`config.mk`:
```
export PLATFORM = sky130hd
export DESIGN_NAME = rv32i_instr_encoder_loader_flat
export DESIGN_NICKNAME = d
export VERILOG_FILES = /design/src/rtl/rv32i_instr_encoder_loader_pkg.sv /design/src/rtl/rv32i_instr_encoder_loader_if.sv /design/src/rtl/rv32i_instr_encoder_loader_encode.sv /design/src/rtl/rv32i_instr_encoder_loader.sv /design/src/flat_wrapper.sv
export SDC_FILE = /design/constraint.sdc
export NUM_CORES = 1
export LEC_CHECK = 0
export ABC_AREA = 0
export CELL_PAD_IN_SITES_DETAIL_PLACEMENT = 1
export CELL_PAD_IN_SITES_GLOBAL_PLACEMENT = 2
export CORE_MARGIN = 2
export CORE_UTILIZATION = 31
export CTS_CLUSTER_DIAMETER = 50
export DETAILED_ROUTE_END_ITERATION = 12
export PLACE_DENSITY = 0.83
export SLEW_MARGIN = 40
export SYNTH_ARGS = -nofsm -noshare
export SYNTH_HDL_FRONTEND = slang
export SYNTH_SLANG_ARGS = --single-unit
```
`constraint.sdc`:
```
create_clock -name clk -period 3.9 [get_ports clk]
set_clock_uncertainty 0.05 [all_clocks]
set_input_delay 0.39 -clock clk [delete_from_list [all_inputs] [get_ports clk]]
set_output_delay 0.39 -clock clk [all_outputs]
set_load 0.03 [all_outputs]
```
`src/rtl/rv32i_instr_encoder_loader_pkg.sv`:
```
`default_nettype none
// ============================================================================
// Module   : rv32i_encode_pkg
// Brief    : Instruction kinds, RV32I opcode fields, error codes, loader states.
// Revision : 1.0 - initial release
// ============================================================================
package rv32i_encode_pkg;

    typedef enum logic [3:0] {
        KIND_ADDI = 4'd0,
        KIND_ADD  = 4'd1,
        KIND_SUB  = 4'd2,
        KIND_AND  = 4'd3,
        KIND_XOR  = 4'd4,
        KIND_BEQ  = 4'd5,
        KIND_BNE  = 4'd6,
        KIND_JAL  = 4'd7,
        KIND_JALR = 4'd8,
        KIND_LUI  = 4'd9,
        KIND_SB   = 4'd10,
        KIND_LBU  = 4'd11
    } op_kind_t;

    localparam logic [6:0] c_OPC_OP_IMM = 7'b0010011;
    localparam logic [6:0] c_OPC_OP     = 7'b0110011;
    localparam logic [6:0] c_OPC_BRANCH = 7'b1100011;
    localparam logic [6:0] c_OPC_JAL    = 7'b1101111;
    localparam logic [6:0] c_OPC_JALR   = 7'b1100111;
    localparam logic [6:0] c_OPC_LUI    = 7'b0110111;
    localparam logic [6:0] c_OPC_STORE  = 7'b0100011;
    localparam logic [6:0] c_OPC_LOAD   = 7'b0000011;

    localparam logic [2:0] c_F3_ADD  = 3'b000;
    localparam logic [2:0] c_F3_AND  = 3'b111;
    localparam logic [2:0] c_F3_XOR  = 3'b100;
    localparam logic [2:0] c_F3_BEQ  = 3'b000;
    localparam logic [2:0] c_F3_BNE  = 3'b001;
    localparam logic [2:0] c_F3_JALR = 3'b000;
    localparam logic [2:0] c_F3_SB   = 3'b000;
    localparam logic [2:0] c_F3_LBU  = 3'b100;

    localparam logic [6:0] c_F7_BASE = 7'h00;
    localparam logic [6:0] c_F7_SUB  = 7'h20;

    localparam logic [1:0] c_ERR_NONE = 2'd0;
    localparam logic [1:0] c_ERR_KIND = 2'd1;
    localparam logic [1:0] c_ERR_IMM  = 2'd2;
    localparam logic [1:0] c_ERR_OVF  = 2'd3;

    typedef enum logic [2:0] {
        ST_IDLE  = 3'd0,
        ST_LOAD  = 3'd1,
        ST_FLUSH = 3'd2,
        ST_DONE  = 3'd3,
        ST_ERROR = 3'd4
    } load_state_t;

endpackage
`default_nettype wire

```
`src/rtl/rv32i_instr_encoder_loader_if.sv`:
```
`default_nettype none
// ============================================================================
// Module   : rv32i_instr_encoder_loader_if
// Brief    : Request stream, instruction-memory write port and load status.
// Revision : 1.0 - initial release
// ============================================================================
interface rv32i_instr_encoder_loader_if #(
    parameter int unsigned ADDR_WIDTH = 32
);
    logic                  start;
    logic                  op_valid;
    logic                  op_ready;
    logic                  op_last;
    logic [3:0]            op_kind;
    logic [4:0]            op_rd;
    logic [4:0]            op_rs1;
    logic [4:0]            op_rs2;
    logic [31:0]           op_imm;
    logic                  imem_we;
    logic [ADDR_WIDTH-1:0] imem_addr;
    logic [31:0]           imem_wdata;
    logic                  busy;
    logic                  done;
    logic                  err;
    logic [1:0]            err_code;
    logic [ADDR_WIDTH-1:0] word_count;

    modport master (
        output start, op_valid, op_last, op_kind, op_rd, op_rs1, op_rs2, op_imm,
        input  op_ready, imem_we, imem_addr, imem_wdata, busy, done, err, err_code, word_count
    );

    modport slave (
        input  start, op_valid, op_last, op_kind, op_rd, op_rs1, op_rs2, op_imm,
        output op_ready, imem_we, imem_addr, imem_wdata, busy, done, err, err_code, word_count
    );
endinterface
`default_nettype wire

```
`src/rtl/rv32i_instr_encoder_loader_encode.sv`:
```
`default_nettype none
// ============================================================================
// Module   : rv32i_instr_encode
// Brief    : Combinational symbolic-op to RV32I machine-word encoder.
// Revision : 1.0 - initial release
// ============================================================================
module rv32i_instr_encode
    import rv32i_encode_pkg::*;
(
    input  wire logic [3:0]  kind_i,
    input  wire logic [4:0]  rd_i,
    input  wire logic [4:0]  rs1_i,
    input  wire logic [4:0]  rs2_i,
    input  wire logic [31:0] imm_i,
    output logic [31:0]      word_o,
    output logic             illegal_kind_o,
    output logic             imm_bad_o
);
    logic w_i_ok;
    logic w_b_ok;
    logic w_j_ok;
    logic w_u_ok;

    // A value fits N signed bits when every bit above the sign bit copies it.
    assign w_i_ok = (imm_i[31:11] == {21{imm_i[11]}});
    assign w_b_ok = (imm_i[31:12] == {20{imm_i[12]}}) && !imm_i[0];
    assign w_j_ok = (imm_i[31:20] == {12{imm_i[20]}}) && !imm_i[0];
    assign w_u_ok = (imm_i[11:0] == 12'd0);

    always_comb begin
        word_o         = '0;
        illegal_kind_o = 1'b0;
        imm_bad_o      = 1'b0;
        case (kind_i)
            KIND_ADDI: begin
                word_o    = {imm_i[11:0], rs1_i, c_F3_ADD, rd_i, c_OPC_OP_IMM};
                imm_bad_o = !w_i_ok;
            end
            KIND_ADD: word_o = {c_F7_BASE, rs2_i, rs1_i, c_F3_ADD, rd_i, c_OPC_OP};
            KIND_SUB: word_o = {c_F7_SUB,  rs2_i, rs1_i, c_F3_ADD, rd_i, c_OPC_OP};
            KIND_AND: word_o = {c_F7_BASE, rs2_i, rs1_i, c_F3_AND, rd_i, c_OPC_OP};
            KIND_XOR: word_o = {c_F7_BASE, rs2_i, rs1_i, c_F3_XOR, rd_i, c_OPC_OP};
            KIND_BEQ: begin
                word_o    = {imm_i[12], imm_i[10:5], rs2_i, rs1_i, c_F3_BEQ,
                             imm_i[4:1], imm_i[11], c_OPC_BRANCH};
                imm_bad_o = !w_b_ok;
            end
            KIND_BNE: begin
                word_o    = {imm_i[12], imm_i[10:5], rs2_i, rs1_i, c_F3_BNE,
                             imm_i[4:1], imm_i[11], c_OPC_BRANCH};
                imm_bad_o = !w_b_ok;
            end
            KIND_JAL: begin
                word_o    = {imm_i[20], imm_i[10:1], imm_i[11], imm_i[19:12], rd_i, c_OPC_JAL};
                imm_bad_o = !w_j_ok;
            end
            KIND_JALR: begin
                word_o    = {imm_i[11:0], rs1_i, c_F3_JALR, rd_i, c_OPC_JALR};
                imm_bad_o = !w_i_ok;
            end
            KIND_LUI: begin
                word_o    = {imm_i[31:12], rd_i, c_OPC_LUI};
                imm_bad_o = !w_u_ok;
            end
            KIND_SB: begin
                word_o    = {imm_i[11:5], rs2_i, rs1_i, c_F3_SB, imm_i[4:0], c_OPC_STORE};
                imm_bad_o = !w_i_ok;
            end
            KIND_LBU: begin
                word_o    = {imm_i[11:0], rs1_i, c_F3_LBU, rd_i, c_OPC_LOAD};
                imm_bad_o = !w_i_ok;
            end
            default: illegal_kind_o = 1'b1;
        endcase
    end
endmodule
`default_nettype wire

```
`src/rtl/rv32i_instr_encoder_loader.sv`:
```
`default_nettype none
// ============================================================================
// Module   : rv32i_instr_encoder_loader
// Brief    : Encodes a stream of symbolic ops and writes them to instruction memory.
// Revision : 1.0 - initial release
// ============================================================================
module rv32i_instr_encoder_loader
    import rv32i_encode_pkg::*;
#(
    parameter int unsigned           ADDR_WIDTH = 32,
    parameter logic [ADDR_WIDTH-1:0] BASE_ADDR  = '0,
    parameter int unsigned           MAX_WORDS  = 1024
)(
    input  wire logic clk,
    input  wire logic rst,
    rv32i_instr_encoder_loader_if.slave bus
);
    load_state_t           state_q;
    logic                  op_ready_q;
    logic                  imem_we_q;
    logic [ADDR_WIDTH-1:0] imem_addr_q;
    logic [31:0]           imem_wdata_q;
    logic                  busy_q;
    logic                  done_q;
    logic                  err_q;
    logic [1:0]            err_code_q;
    logic [ADDR_WIDTH-1:0] count_q;
    logic [ADDR_WIDTH-1:0] ptr_q;

    logic [31:0] w_word;
    logic        w_illegal_kind;
    logic        w_imm_bad;
    logic        w_full;
    logic        w_accept;
    logic [1:0]  w_err_code;

    rv32i_instr_encode u_encode (
        .kind_i         (bus.op_kind),
        .rd_i           (bus.op_rd),
        .rs1_i          (bus.op_rs1),
        .rs2_i          (bus.op_rs2),
        .imm_i          (bus.op_imm),
        .word_o         (w_word),
        .illegal_kind_o (w_illegal_kind),
        .imm_bad_o      (w_imm_bad)
    );

    assign w_full   = (count_q == ADDR_WIDTH'(MAX_WORDS));
    assign w_accept = bus.op_valid && op_ready_q;

    always_comb begin
        w_err_code = c_ERR_NONE;
        if (w_illegal_kind)  w_err_code = c_ERR_KIND;
        else if (w_imm_bad)  w_err_code = c_ERR_IMM;
        else if (w_full)     w_err_code = c_ERR_OVF;
    end

    always_ff @(posedge clk) begin
        if (rst) begin
            state_q      <= ST_IDLE;
            op_ready_q   <= 1'b0;
            imem_we_q    <= 1'b0;
            imem_addr_q  <= BASE_ADDR;
            imem_wdata_q <= '0;
            busy_q       <= 1'b0;
            done_q       <= 1'b0;
            err_q        <= 1'b0;
            err_code_q   <= c_ERR_NONE;
            count_q      <= '0;
            ptr_q        <= BASE_ADDR;
        end else begin
            imem_we_q <= 1'b0;
            case (state_q)
                ST_IDLE, ST_DONE, ST_ERROR: begin
                    if (bus.start) begin
                        state_q    <= ST_LOAD;
                        op_ready_q <= 1'b1;
                        busy_q     <= 1'b1;
                        done_q     <= 1'b0;
                        err_q      <= 1'b0;
                        err_code_q <= c_ERR_NONE;
                        count_q    <= '0;
                        ptr_q      <= BASE_ADDR;
                    end
                end
                ST_LOAD: begin
                    if (w_accept) begin
                        if (w_err_code != c_ERR_NONE) begin
                            // Rejected op: nothing written, pointer and count hold.
                            state_q    <= ST_ERROR;
                            op_ready_q <= 1'b0;
                            busy_q     <= 1'b0;
                            err_q      <= 1'b1;
                            err_code_q <= w_err_code;
                        end else begin
                            imem_we_q    <= 1'b1;
                            imem_addr_q  <= ptr_q;
                            imem_wdata_q <= w_word;
                            ptr_q        <= ptr_q + ADDR_WIDTH'(4);
                            count_q      <= count_q + ADDR_WIDTH'(1);
                            if (bus.op_last) begin
                                state_q    <= ST_FLUSH;
                                op_ready_q <= 1'b0;
                            end
                        end
                    end
                end
                ST_FLUSH: begin
                    state_q <= ST_DONE;
                    busy_q  <= 1'b0;
                    done_q  <= 1'b1;
                end
                default: begin
                    state_q    <= ST_IDLE;
                    op_ready_q <= 1'b0;
                    busy_q     <= 1'b0;
                end
            endcase
        end
    end

    assign bus.op_ready   = op_ready_q;
    assign bus.imem_we    = imem_we_q;
    assign bus.imem_addr  = imem_addr_q;
    assign bus.imem_wdata = imem_wdata_q;
    assign bus.busy       = busy_q;
    assign bus.done       = done_q;
    assign bus.err        = err_q;
    assign bus.err_code   = err_code_q;
    assign bus.word_count = count_q;
endmodule
`default_nettype wire

```
`src/flat_wrapper.sv`:
```
// flat-port wrapper written by rule: the top's interface ports become plain ports
module rv32i_instr_encoder_loader_flat import rv32i_encode_pkg::*;
#(
    parameter int unsigned           ADDR_WIDTH = 32,
    parameter logic [ADDR_WIDTH-1:0] BASE_ADDR  = '0,
    parameter int unsigned           MAX_WORDS  = 1024
)
  (clk, rst, bus_start, bus_op_valid, bus_op_last, bus_op_kind, bus_op_rd, bus_op_rs1, bus_op_rs2, bus_op_imm, bus_op_ready, bus_imem_we, bus_imem_addr, bus_imem_wdata, bus_busy, bus_done, bus_err, bus_err_code, bus_word_count);
  rv32i_instr_encoder_loader_if #(.ADDR_WIDTH(ADDR_WIDTH)) bus_i ();
  input  wire logic clk;
  input  wire logic rst;
  input wire logic [$bits(bus_i.start)-1:0] bus_start;
  input wire logic [$bits(bus_i.op_valid)-1:0] bus_op_valid;
  input wire logic [$bits(bus_i.op_last)-1:0] bus_op_last;
  input wire logic [$bits(bus_i.op_kind)-1:0] bus_op_kind;
  input wire logic [$bits(bus_i.op_rd)-1:0] bus_op_rd;
  input wire logic [$bits(bus_i.op_rs1)-1:0] bus_op_rs1;
  input wire logic [$bits(bus_i.op_rs2)-1:0] bus_op_rs2;
  input wire logic [$bits(bus_i.op_imm)-1:0] bus_op_imm;
  output wire logic [$bits(bus_i.op_ready)-1:0] bus_op_ready;
  output wire logic [$bits(bus_i.imem_we)-1:0] bus_imem_we;
  output wire logic [$bits(bus_i.imem_addr)-1:0] bus_imem_addr;
  output wire logic [$bits(bus_i.imem_wdata)-1:0] bus_imem_wdata;
  output wire logic [$bits(bus_i.busy)-1:0] bus_busy;
  output wire logic [$bits(bus_i.done)-1:0] bus_done;
  output wire logic [$bits(bus_i.err)-1:0] bus_err;
  output wire logic [$bits(bus_i.err_code)-1:0] bus_err_code;
  output wire logic [$bits(bus_i.word_count)-1:0] bus_word_count;
  assign bus_i.start = bus_start;
  assign bus_i.op_valid = bus_op_valid;
  assign bus_i.op_last = bus_op_last;
  assign bus_i.op_kind = bus_op_kind;
  assign bus_i.op_rd = bus_op_rd;
  assign bus_i.op_rs1 = bus_op_rs1;
  assign bus_i.op_rs2 = bus_op_rs2;
  assign bus_i.op_imm = bus_op_imm;
  assign bus_op_ready = bus_i.op_ready;
  assign bus_imem_we = bus_i.imem_we;
  assign bus_imem_addr = bus_i.imem_addr;
  assign bus_imem_wdata = bus_i.imem_wdata;
  assign bus_busy = bus_i.busy;
  assign bus_done = bus_i.done;
  assign bus_err = bus_i.err;
  assign bus_err_code = bus_i.err_code;
  assign bus_word_count = bus_i.word_count;
  rv32i_instr_encoder_loader #(.ADDR_WIDTH(ADDR_WIDTH), .BASE_ADDR(BASE_ADDR), .MAX_WORDS(MAX_WORDS)) u_core (.clk(clk), .rst(rst), .bus(bus_i));
endmodule
```
==> impl_summary.txt <==
----------------------------------------------------
[Final layout]
  Layout overhead on the synthesized area ... 37.2%
  Fillcell total ... 2,633
  Final non-filler cell area ... 9490 um2
  Number of antenna repair diodes ... 0
  Layout cells sized above 1 ... 9.10%
  # nets final ... 1,090

[Floorplanning]
  Chip Width ... 153 um
  Boundary Pins ... 159
  Total number of placement rows ... 54
  Chip height ... 153 um
  Die area ... 23,500 um2
  Core ar. ... 21,900 um2
  Initial standard-cell utilization of the core ... 31.6%

[Yosys]
  Average cell area after synthesis ... 7.83 um2
  Post-synthesis sequential area ratio ... 38.5%
  Number of flops mapped to enable cells by yosys ... 0
  Instance count of the mapped netlist ... 883
  Flops & latches, synth ... 133
  Leading area contributor after synthesis ... dfxtp_1
  Synth async-reset ratio ... 0%
  Ranking of synthesized cells by area ... dfxtp_1, nand2_1, a21oi_1
  Top cell type's share of synthesized area ... 38.5%
  Unique cell type count in the Yosys netlist ... 72
  Most instantiated library cell after synthesis ... nand2_1
  Summed instance area of the synthesized netlist ... 6920 um2
  Yosys Warn Count ... 0
  Dominant synthesized flop cell ... dfxtp_1
  Synth top cells by count ... nand2_1, dfxtp_1, a21oi_1

[GRT]
  Global-route wire length before repair ... 42,300 um
  Initial antenna violation count ... 0
  Via count of the first global-routing pass ... 7,497
  Largest net degree at the start of global routing ... 82
  GR Util All Layers ... 22.4%
  Gr ovfl total ... 0

[Timing]
  Max Fclk ... 324 MHz
  Setup repair after global routing missed its margin ... no
  Setup violations, final ... 0
  Transition time at the pin with the least slew margin ... 0.746 ns
  Setup TNS ... 0 ns
  Number of max-slew violations in the final report ... 0
  Worst hold margin ... 0.406 ns
  Clock period minus final worst setup slack ... 3.08 ns
  Slew HR ... 49.9%
  Crit path setup slack, layout ... 0.816 ns
  Crit share post-route ... 79.1%
  Final hold vios ... 0

[Job]
  Reported max-cap violation count ... 0

[CTS]
  Post-cts hold buffer count ... 0
  Total setup buffers inserted after CTS ... 0
  Clock transition time at the flip-flop clock pins of the worst setup and hold paths ... 0.06 ns
  Latest clock arrival within the worst-skew pair ... 0.43 ns
  Total CTS buffers ... 17
  Number of clock sinks ... 133
  Cell at the root of the clock tree ... clkbuf_16
  CTS tree ... done
  Resized cells post-CTS ... 0
  Buffer levels on the longest clock path ... 2
  CTS H-tree lvls ... 4

[Route]
  Count of antenna-violating nets left after detailed routing ... 0
  DRC violation total after the first TritonRoute iteration ... 448
  WL/cell ... 20.0 um
  Number of search-and-repair iterations in the first detailed-routing pass ... 5
  Total routed wirelength ... 26,500 um
  Via density per instance ... 5.69
  Total via count after detailed routing ... 7,540
  Post-route DRC violation count ... 0

[Worst setup path]
  Beginning of the worst register-to-register path ... u_core.state_q[0]
  Kind of launch point of the worst setup path ... input port
  Critical path start-end classification ... in -> reg
  CP max FO ... 32
  Endpoint class of the critical path ... flip-flop
  Data arrival time of the critical path ... 3.32 ns
  Crit path required time ... 4.14 ns
  Beginning of the critical path ... bus_op_imm[24]

[Placed design]
  Number of buffer cells added on primary ports ... 156
  RD Place Congestion ... 0.920
  Post-DP HPWL ... 19,300 um
  Setup slack after placement ... 0.398 ns
  Cell area after placement ... 8870 um2

[Hold path]
  Hold crit path type ... reg -> reg
  Hold Path Origin ... u_core.bus.imem_wdata[18]

[Status]
  Run status ... complete, no violations

[Power]
  VDD IR-drop max ... 258 uV
  Cell area power density ... 371 nW/um2
  Leakage dissipation ... 3.08 nW

----------------------------------------------------
-- kinds of logic (layout without fill, tap and decap cells) --
logic type	count (synthesis)	in the layout	synth area share (%)
other cells	1	2	0.0542
buf+inv	77	237	4.63
fa+ha+maj	3	3	0.543
xor+xnor	6	6	0.760
simple gates	393	393	28.3
mux	13	13	2.01
flops	133	133	38.5
compound gates	257	257	25.2
-- stage by stage --
step | utilization (%) | std cells | total power, mW
2_1_floorplan | - | 884 | 1.65
3_3_place_gp | 40.4 | 1291 | 1.87
3_5_place_dp | 40.5 | 1292 | 1.87
4_1_cts | 43.3 | 1324 | 3.55
5_1_grt | 43.3 | 1324 | 3.65
6_report | 43.3 | 1324 | 3.52
-- cell usage in the layout, fill, tap and decap left out, types with 5 or more instances in the layout --
cell             count
a211oi_1            11
a21oi_1             69
a221oi_1            12
a22o_1               6
a31oi_1             12
and2_1               5
and3_1               7
buf_4               29
clkbuf_16           17
clkdlybuf4s50_1    155
clkinv_2             5
dfxtp_1            133
inv_1               16
mux2_2               7
mux2i_1              6
nand2_1            135
nand2b_1             5
nand3_1             44
nand4_1             28
nor2_1              59
nor2b_1             11
nor3_1              28
nor4_1              20
o211ai_1            29
o21a_1               5
o21ai_0             26
o221ai_1             6
o22ai_1              5
o311ai_0             7
o31ai_1             30
or2_2                8
or3_1               11
or4_1                7
-- registers in the layout, summed over array words and instances, names as in the netlist --
signal                 count
u_core.bus.imem_wdata     31
u_core.bus.done            1
u_core.bus.err_code        2
u_core.bus.word_count     32
u_core.bus.imem_we         1
u_core.bus.imem_addr      30
u_core.ptr_q              30
u_core.bus.err             1
u_core.bus.busy            1
u_core.bus.op_ready        1
u_core.state_q             3
-- path summary, 6_finish.rpt --
kind	to	slack [ns]	depth (start not counted)
worst min register to register	u_core.bus.imem_wdata[18]	0.41	2
worst min-delay path	u_core.bus.imem_wdata[18]	0.41	2
worst max register to register	u_core.bus.imem_wdata[27]	0.87	8
worst max-delay path	u_core.bus.imem_wdata[27]	0.82	9
-- layer usage --
layer  GRT usage, %  share of wire, %
met1           29.0                45
met4           6.07               1.3
met5              0                 0
met3           5.44               6.0
met2           37.4                47
-- area by class of cell --
type	count	area [um2]	share of cell area (%)
Inverter	16	60.1	0.633
Multi-Input combinational cell	674	3950	41.7
Tap cell	280	350	3.69
Clock buffer	19	453	4.77
Timing Repair Buffer	189	1850	19.5
Sequential cell	133	2660	28.1
Clock inverter	13	156	1.65
-- where the power goes --
| part | switching [mW] | leakage, nW | total [mW] | internal [mW] |
|---|---|---|---|---|
| clock | 0.634 | 0.298 | 1.67 | 1.03 |
| combinational | 0.288 | 1.71 | 0.461 | 0.173 |
| sequential | 0.0146 | 1.07 | 1.39 | 1.37 |
-- critical path, cell delays in order --
cell and delay [ns]:
clkdlybuf4s50_1 0.46, nor4_1 0.39, and4b_1 0.33, a211oi_1 0.14, or4_4 0.58, or2_2 0.46, buf_12 0.23, a221oi_1 0.25
nor3_1 0.08
No activity file was read; power rests on OpenSTA's default activity.
